<file path="config.mk">
export PLATFORM = sky130hd
export DESIGN_NAME = iq_fifo_burst_scheduler
export DESIGN_NICKNAME = d
export VERILOG_FILES = /design/src/rtl/iq_fifo_burst_scheduler_pkg.sv /design/src/rtl/iq_fifo_burst_scheduler_rr_arbiter2.sv /design/src/rtl/iq_fifo_burst_scheduler.sv
export SDC_FILE = /design/constraint.sdc
export NUM_CORES = 1
export LEC_CHECK = 0
export CAP_MARGIN = 20
export CELL_PAD_IN_SITES_DETAIL_PLACEMENT = 2
export CELL_PAD_IN_SITES_GLOBAL_PLACEMENT = 2
export CORE_MARGIN = 4
export CORE_UTILIZATION = 26
export CTS_BUF_LIST = sky130_fd_sc_hd__clkbuf_8
export DETAILED_ROUTE_END_ITERATION = 10
export HOLD_SLACK_MARGIN = 0.12
export PLACE_DENSITY = 0.87
export SYNTH_ARGS = -nofsm -noshare
export SYNTH_HDL_FRONTEND = slang
export SYNTH_SLANG_ARGS = --single-unit
export TNS_END_PERCENT = 5
</file>
<file path="constraint.sdc">
create_clock -name clk_i -period 2.8 [get_ports clk_i]
set_clock_uncertainty 0.05 [all_clocks]
set_input_delay 0.84 -clock clk_i [delete_from_list [all_inputs] [get_ports clk_i]]
set_output_delay 0.84 -clock clk_i [all_outputs]
set_load 0.01 [all_outputs]
</file>
<file path="src/rtl/iq_fifo_burst_scheduler_pkg.sv">
// ----------------------------------------------------------------------------
// iq_fifo_burst_scheduler_pkg
// Shared definitions for the IQ FIFO burst scheduler: scheduler state
// encoding, channel index constants and a saturating counter helper.
// No ports (package).
// ----------------------------------------------------------------------------
package iq_fifo_burst_scheduler_pkg;

  typedef enum logic [1:0] {
    IDLE = 2'd0,
    XFER = 2'd1,
    GAP  = 2'd2
  } state_e;

  // Channel indices: sub-GHz RX and 2.4 GHz RX.
  localparam logic CH_09 = 1'b0;
  localparam logic CH_24 = 1'b1;

  // 16-bit increment that sticks at all-ones.
  function automatic logic [15:0] sat_inc16(input logic [15:0] v);
    sat_inc16 = (v == 16'hFFFF) ? v : (v + 16'd1);
  endfunction

endpackage

</file>
<file path="src/rtl/iq_fifo_burst_scheduler_rr_arbiter2.sv">
// ----------------------------------------------------------------------------
// rr_arbiter2
// Two-requester round-robin arbiter. When both request, the grant goes to the
// requester that was not served last. The last-served register resets to
// CH_24 so that CH_09 wins the first contested arbitration.
// Ports:
//   clk_i, rst_b_i : clock, synchronous active-low reset
//   req_i[1:0]     : request per channel
//   upd_i          : record upd_ch_i as last-served on this edge
//   upd_ch_i       : channel that has just finished being served
//   gnt_valid_o    : at least one request present
//   gnt_ch_o       : granted channel (meaningful when gnt_valid_o)
// ----------------------------------------------------------------------------
module rr_arbiter2
  import iq_fifo_burst_scheduler_pkg::*;
(
  input  logic       clk_i,
  input  logic       rst_b_i,
  input  logic [1:0] req_i,
  input  logic       upd_i,
  input  logic       upd_ch_i,
  output logic       gnt_valid_o,
  output logic       gnt_ch_o
);

  logic last_q;
  logic last_d;

  // Next value of the last-served register.
  always_comb begin
    last_d = last_q;
    if (upd_i) begin
      last_d = upd_ch_i;
    end else begin
      last_d = last_q;
    end
  end

  // Last-served register.
  always_ff @(posedge clk_i) begin
    if (!rst_b_i) begin
      last_q <= CH_24;
    end else begin
      last_q <= last_d;
    end
  end

  // Grant selection; contested requests favour the channel not served last.
  always_comb begin
    gnt_valid_o = |req_i;
    gnt_ch_o    = CH_09;
    case (req_i)
      2'b01:   gnt_ch_o = CH_09;
      2'b10:   gnt_ch_o = CH_24;
      2'b11:   gnt_ch_o = ~last_q;
      default: gnt_ch_o = CH_09;
    endcase
  end

endmodule

</file>
<file path="src/rtl/iq_fifo_burst_scheduler.sv">
// ----------------------------------------------------------------------------
// iq_fifo_burst_scheduler
// Drains two FWFT sample FIFOs (CH_09 sub-GHz, CH_24 2.4 GHz) into one tagged
// output stream, round-robin in bursts of BURST_LEN words, with one idle
// cycle between pops. A burst on an empty FIFO is abandoned after
// STARVE_CYCLES consecutive empty cycles.
// Ports:
//   clk_i, rst_b_i           : read clock, synchronous active-low reset
//   ch_en_i[1:0]             : per-channel enable
//   chN_data_i, chN_empty_i  : FIFO N head word and empty flag
//   chN_rd_en_o              : FIFO N pop strobe (combinational)
//   out_data_o/out_valid_o/out_ready_i/out_ch_o/out_sof_o : output stream
//   starve_cnt_o             : abandoned burst count, saturating
//   busy_o                   : scheduler not in IDLE
// ----------------------------------------------------------------------------
module iq_fifo_burst_scheduler
  import iq_fifo_burst_scheduler_pkg::*;
#(
  parameter int DATA_WIDTH    = 16,
  parameter int BURST_LEN     = 256,
  parameter int STARVE_CYCLES = 64
) (
  input  logic                  clk_i,
  input  logic                  rst_b_i,
  input  logic [1:0]            ch_en_i,
  input  logic [DATA_WIDTH-1:0] ch0_data_i,
  input  logic [DATA_WIDTH-1:0] ch1_data_i,
  input  logic                  ch0_empty_i,
  input  logic                  ch1_empty_i,
  output logic                  ch0_rd_en_o,
  output logic                  ch1_rd_en_o,
  output logic [DATA_WIDTH-1:0] out_data_o,
  output logic                  out_valid_o,
  input  logic                  out_ready_i,
  output logic                  out_ch_o,
  output logic                  out_sof_o,
  output logic [15:0]           starve_cnt_o,
  output logic                  busy_o
);

  // One extra bit so the terminal values themselves are representable.
  localparam int WCW = $clog2(BURST_LEN) + 1;
  localparam int SCW = $clog2(STARVE_CYCLES) + 1;
  localparam logic [WCW-1:0] BURST_W  = WCW'(BURST_LEN);
  localparam logic [SCW-1:0] STARVE_W = SCW'(STARVE_CYCLES);

  state_e                state_q, state_d;
  logic                  grant_q, grant_d;
  logic [WCW-1:0]        word_cnt_q, word_cnt_d;
  logic [SCW-1:0]        starve_q, starve_d;
  logic [DATA_WIDTH-1:0] out_data_q, out_data_d;
  logic                  out_valid_q, out_valid_d;
  logic                  out_ch_q, out_ch_d;
  logic                  out_sof_q, out_sof_d;
  logic [15:0]           starve_cnt_q, starve_cnt_d;

  logic                  slot_free;
  logic                  g_en;
  logic                  g_empty;
  logic [DATA_WIDTH-1:0] g_data;
  logic                  pop;
  logic                  rec;
  logic                  arb_valid;
  logic                  arb_ch;
  logic [SCW-1:0]        starve_inc;
  logic [1:0]            req;

  assign req = ch_en_i & {~ch1_empty_i, ~ch0_empty_i};

  rr_arbiter2 u_arb (
    .clk_i      (clk_i),
    .rst_b_i    (rst_b_i),
    .req_i      (req),
    .upd_i      (rec),
    .upd_ch_i   (grant_q),
    .gnt_valid_o(arb_valid),
    .gnt_ch_o   (arb_ch)
  );

  // Granted-channel view and pop decision; no dependence on out_data_q.
  always_comb begin
    slot_free = ~out_valid_q | out_ready_i;
    g_en      = ch_en_i[grant_q];
    if (grant_q == CH_24) begin
      g_empty = ch1_empty_i;
      g_data  = ch1_data_i;
    end else begin
      g_empty = ch0_empty_i;
      g_data  = ch0_data_i;
    end
    pop = (state_q == XFER) & g_en & slot_free & ~g_empty;
  end

  assign ch0_rd_en_o = pop & (grant_q == CH_09);
  assign ch1_rd_en_o = pop & (grant_q == CH_24);

  // Next-state and output-register logic.
  always_comb begin
    state_d      = state_q;
    grant_d      = grant_q;
    word_cnt_d   = word_cnt_q;
    starve_d     = starve_q;
    out_data_d   = out_data_q;
    out_ch_d     = out_ch_q;
    out_sof_d    = out_sof_q;
    starve_cnt_d = starve_cnt_q;
    rec          = 1'b0;
    starve_inc   = starve_q + {{(SCW-1){1'b0}}, 1'b1};

    // A pending word survives everything except its own acceptance.
    if (pop) begin
      out_valid_d = 1'b1;
    end else if (out_ready_i) begin
      out_valid_d = 1'b0;
    end else begin
      out_valid_d = out_valid_q;
    end

    case (state_q)
      IDLE: begin
        if (arb_valid) begin
          grant_d    = arb_ch;
          word_cnt_d = '0;
          starve_d   = '0;
          state_d    = XFER;
        end else begin
          state_d = IDLE;
        end
      end
      XFER: begin
        if (!g_en) begin
          rec     = 1'b1;
          state_d = IDLE;
        end else if (!slot_free) begin
          state_d = XFER;
        end else if (!g_empty) begin
          out_data_d = g_data;
          out_ch_d   = grant_q;
          out_sof_d  = (word_cnt_q == '0);
          word_cnt_d = word_cnt_q + {{(WCW-1){1'b0}}, 1'b1};
          starve_d   = '0;
          state_d    = GAP;
        end else begin
          starve_d = starve_inc;
          if (starve_inc == STARVE_W) begin
            starve_cnt_d = sat_inc16(starve_cnt_q);
            rec          = 1'b1;
            state_d      = IDLE;
          end else begin
            state_d = XFER;
          end
        end
      end
      GAP: begin
        if ((word_cnt_q == BURST_W) || !g_en) begin
          rec     = 1'b1;
          state_d = IDLE;
        end else begin
          state_d = XFER;
        end
      end
      default: begin
        state_d = IDLE;
      end
    endcase
  end

  // State and output registers.
  always_ff @(posedge clk_i) begin
    if (!rst_b_i) begin
      state_q      <= IDLE;
      grant_q      <= CH_09;
      word_cnt_q   <= '0;
      starve_q     <= '0;
      out_data_q   <= '0;
      out_valid_q  <= 1'b0;
      out_ch_q     <= 1'b0;
      out_sof_q    <= 1'b0;
      starve_cnt_q <= 16'd0;
    end else begin
      state_q      <= state_d;
      grant_q      <= grant_d;
      word_cnt_q   <= word_cnt_d;
      starve_q     <= starve_d;
      out_data_q   <= out_data_d;
      out_valid_q  <= out_valid_d;
      out_ch_q     <= out_ch_d;
      out_sof_q    <= out_sof_d;
      starve_cnt_q <= starve_cnt_d;
    end
  end

  assign out_data_o   = out_data_q;
  assign out_valid_o  = out_valid_q;
  assign out_ch_o     = out_ch_q;
  assign out_sof_o    = out_sof_q;
  assign starve_cnt_o = starve_cnt_q;
  assign busy_o       = (state_q != IDLE);

endmodule

</file>
==> impl_metrics.py <==
metrics = {
    "sta": {
        "clock.fmax_ghz": 0.362,
        "tightest_slew_ps": 625,
        "fin_setup_tns_ps": 0,
        "setup_viol": 0,
        "finalCritPeriodShare_pct": 98.5,
        "slew_headroom_pct": 58.3,
        "layout_setup_ws_ps": 41.0,
        "slew_viol_final": 0,
        "rsz0062_at_grt": "true",
        "finalCriticalPeriod_ps": 2760,
        "holdWs_ps": 462,
        "finalHoldViolations": 0,
    },
    "grt": {
        "grt_pass1_wl_um": 16100,
        "grt_max_degree": 27,
        "antenna_found_initial": 0,
        "track_usage_pct": 15.2,
        "grt_pass1_vias": 3279,
        "grt_overflow": 0,
    },
    "final_layout": {
        "drive_gt1_share_pct": 13.3,
        "antennaDiodeCount": 0,
        "syn2layout_area_growth_pct": 41.9,
        "layout.nets": 484,
        "utilization_pct": 38.0,
        "final_cell_area_mm2": 0.00414,
    },
    "power_and_ir_drop": {
        "power.internal_w": 0.00122,
        "swShare_pct": 26.8,
        "p_leak_nw": 1.38,
        "power_frac_clock_pct": 33.2,
        "pwr-share-comb_pct": 18.2,
        "pwr-share-seq_pct": 48.6,
        "ir_drop_mv": 0.181,
        "power_density_mw_per_mm2": 402,
        "netSwitchingPower_w": 0.000445,
    },
    "run": {
        "maxCapViolCount": 0,
    },
    "placed_design": {
        "post-place-ws_ps": -796,
        "place.port_buffers": 76,
        "gp_congestion": 0.752,
        "placed_area_mm2": 0.00395,
        "dp_hpwl_um": 7370,
    },
    "clock_tree": {
        "clock_latency_ps": 320,
        "hold_buffers": 0,
        "clock-sinks": 55,
        "clkSlewWorstSetupHoldPaths_ps": 100,
        "cts_tree": "built",
        "cts_max_level": 2,
        "cts_buffers": 5,
        "ctsRootBufferMaster": "clkbuf_8",
        "clk_path_buf_depth": 2,
    },
    "synthesis": {
        "synth_edf_count": 0,
        "synth_area_mm2": 0.00292,
        "avgSynthCellArea_um2": 8.36,
        "synth_nets": 397,
        "synthTopCellsByArea": "dfxtp_1 (38%), mux2i_1 (6.5%), nor2_1 (5.3%), a211oi_1 (4.4%), a21oi_1 (4.3%)",
        "yosysWarningCount": 0,
        "ys_seq_elements": 55,
        "synth-main-ff-cell": "dfxtp_1",
        "async_flop_share_pct": 0,
        "yosys.cell_types.count": 51,
        "synth.top_cell.area_share_pct": 37.7,
        "yosysTopAreaCell": "dfxtp_1",
        "yosysSeqAreaShare_pct": 37.7,
        "synth_cells": 349,
    },
    "drt": {
        "wl_per_cell_um": 17.2,
        "drtPass1Iterations": 4,
        "vias": 3008,
        "ant_nets": 0,
        "drcViolationCount": 0,
        "drtIter0Drc": 68,
        "viasPerCell": 5.21,
        "wl_um": 9910,
    },
    "worst_setup_path": {
        "worstPathRequired_ps": 1910,
        "cp_max_fo": 3,
        "crit_type": "in -> out",
        "critPathMaxStageDelay_ps": 290,
        "critPathSlowestCell": "mux2_4",
        "cp.arrival_ps": 1870,
        "path_cells": "buf_6 -> mux2_4 -> o31ai_4 -> nand2_2 -> nor3_2 -> buf_2",
        "start_kind": "input port",
        "cp_num_buf_inv": 2,
        "cp-end-kind": "primary output",
        "crit_family": "multiplexers",
    },
    "die": {
        "core_mm2": 0.0109,
        "dieArea_mm2": 0.0130,
        "die_y_um": 114,
        "io-pin-count": 77,
        "start_util_pct": 26.8,
        "die-width_um": 114,
        "fp-row-count": 38,
    },
    "worst_hold_path": {
        "min_path_type": "reg -> reg",
    },
    "outcome": {
        "status": "finished, final reports clean",
    },
}
## sequential cells by signal, summed over array words and instances, names as in the netlist
register and flops:
out_sof_o 1, out_data_o 16, grant_q 1, starve_cnt_o 16, out_ch_o 1, out_valid_o 1, starve_q 7, u_arb.last_q 1
state_q 2, word_cnt_q 9
## Yosys cell counts, types with 2 or more instances
master	count
dfxtp_1	55
ha_1	9
nor3_1	4
nand3_1	19
xnor2_1	2
a211oi_1	17
xor2_1	6
nand4_1	14
buf_4	2
and2_1	2
mux2i_1	19
o21ai_0	14
or4_1	5
inv_1	12
o211ai_1	3
nor4_1	4
nor2b_1	2
o31ai_1	5
o21a_1	3
and2_0	2
nand2b_1	6
and3_1	7
a311oi_1	5
or3_1	8
nor2_1	41
clkbuf_1	20
a21oi_1	25
nand2_1	15
## layer usage
layer / vias up / wire length [µm] / GRT usage (%)
li1: 1448 / - / -
met1: 1493 / 4150 / 17.2
met2: 52 / 5150 / 28.1
met3: 15 / 370 / 3.29
met4: 0 / 229 / 4.99
met5: - / 0 / 0
## layout by cell type, fill, tap and decap left out, types with 2 or more instances in the layout
cell type	n
inv_1	12
ha_1	9
o31ai_1	5
and2_0	2
buf_6	2
xor2_1	6
nand2b_4	2
and2_1	2
dfxtp_1	55
buf_4	27
a21oi_1	25
a211oi_1	17
nand3_1	19
and3_1	7
nor3_1	2
nor4_1	4
nand4_1	14
nor2_1	41
mux2i_1	18
nor3_2	2
nand2_1	14
o21a_1	3
or3_1	8
nand2b_1	4
o211ai_1	3
buf_2	4
a311oi_1	5
o21ai_0	14
xnor2_1	2
clkdlybuf4s50_1	69
clkbuf_8	5
or4_1	5
## path summary, 6_finish.rpt
| path | slack [ps] | from | cells after the start | end |
|---|---|---|---|---|
| setup / recovery | 40 | ch0_empty_i | 6 | ch1_rd_en_o |
| hold / removal | 460 | out_data_o[7] | 2 | out_data_o[7] |
| setup reg to reg | 340 | grant_q | 9 | starve_cnt_o[7] |
| hold reg to reg | 460 | out_data_o[7] | 2 | out_data_o[7] |
## timing repair
action	CTS	global route
buffers inserted	2	1
resized for setup	35	4
pin swaps	4	3
endpoints found under the setup margin	2	5
## tightest hold or removal path, stage by stage (launching register included)
cell and delay, ps:
dfxtp_1 320, nor2_1 100, a211oi_1 50
## cell families after synthesis
family | Yosys count | share of synthesized area, %
flops | 55 | 37.7
fa+ha+maj | 9 | 3.86
simple gates | 136 | 24.6
xor+xnor | 8 | 2.40
mux | 22 | 7.80
buf+inv | 36 | 4.93
compound gates | 83 | 18.7
## power by group through the flow
stage / Sequential (W) / Combinational, W / Clock [W]
2_1_floorplan: 0.000830 / 0.000126 / 0
5_1_grt: 0.000811 / 0.000328 / 0.000603
6_report: 0.000809 / 0.000303 / 0.000552
3_3_place_gp: 0.000825 / 0.000270 / 0
4_1_cts: 0.000809 / 0.000299 / 0.000567
3_5_place_dp: 0.000827 / 0.000280 / 0
## metrics by stage
step / power (W) / instances
2_1_floorplan: 0.000955 / 349
5_1_grt: 0.00174 / 577
6_report: 0.00166 / 577
3_5_place_dp: 0.00111 / 566
4_1_cts: 0.00168 / 576
3_3_place_gp: 0.00109 / 566
## layout make-up
cell class,instances,area (µm²)
fill,1215,6750
multi-input combinational,258,1760
sequential,55,1100
timing repair buffer,103,945
tap,140,175
clock buffer,5,68.8
inverter,13,48.8
clock inverter,3,43.8
Note: power is estimated with default switching activity, not from simulation.
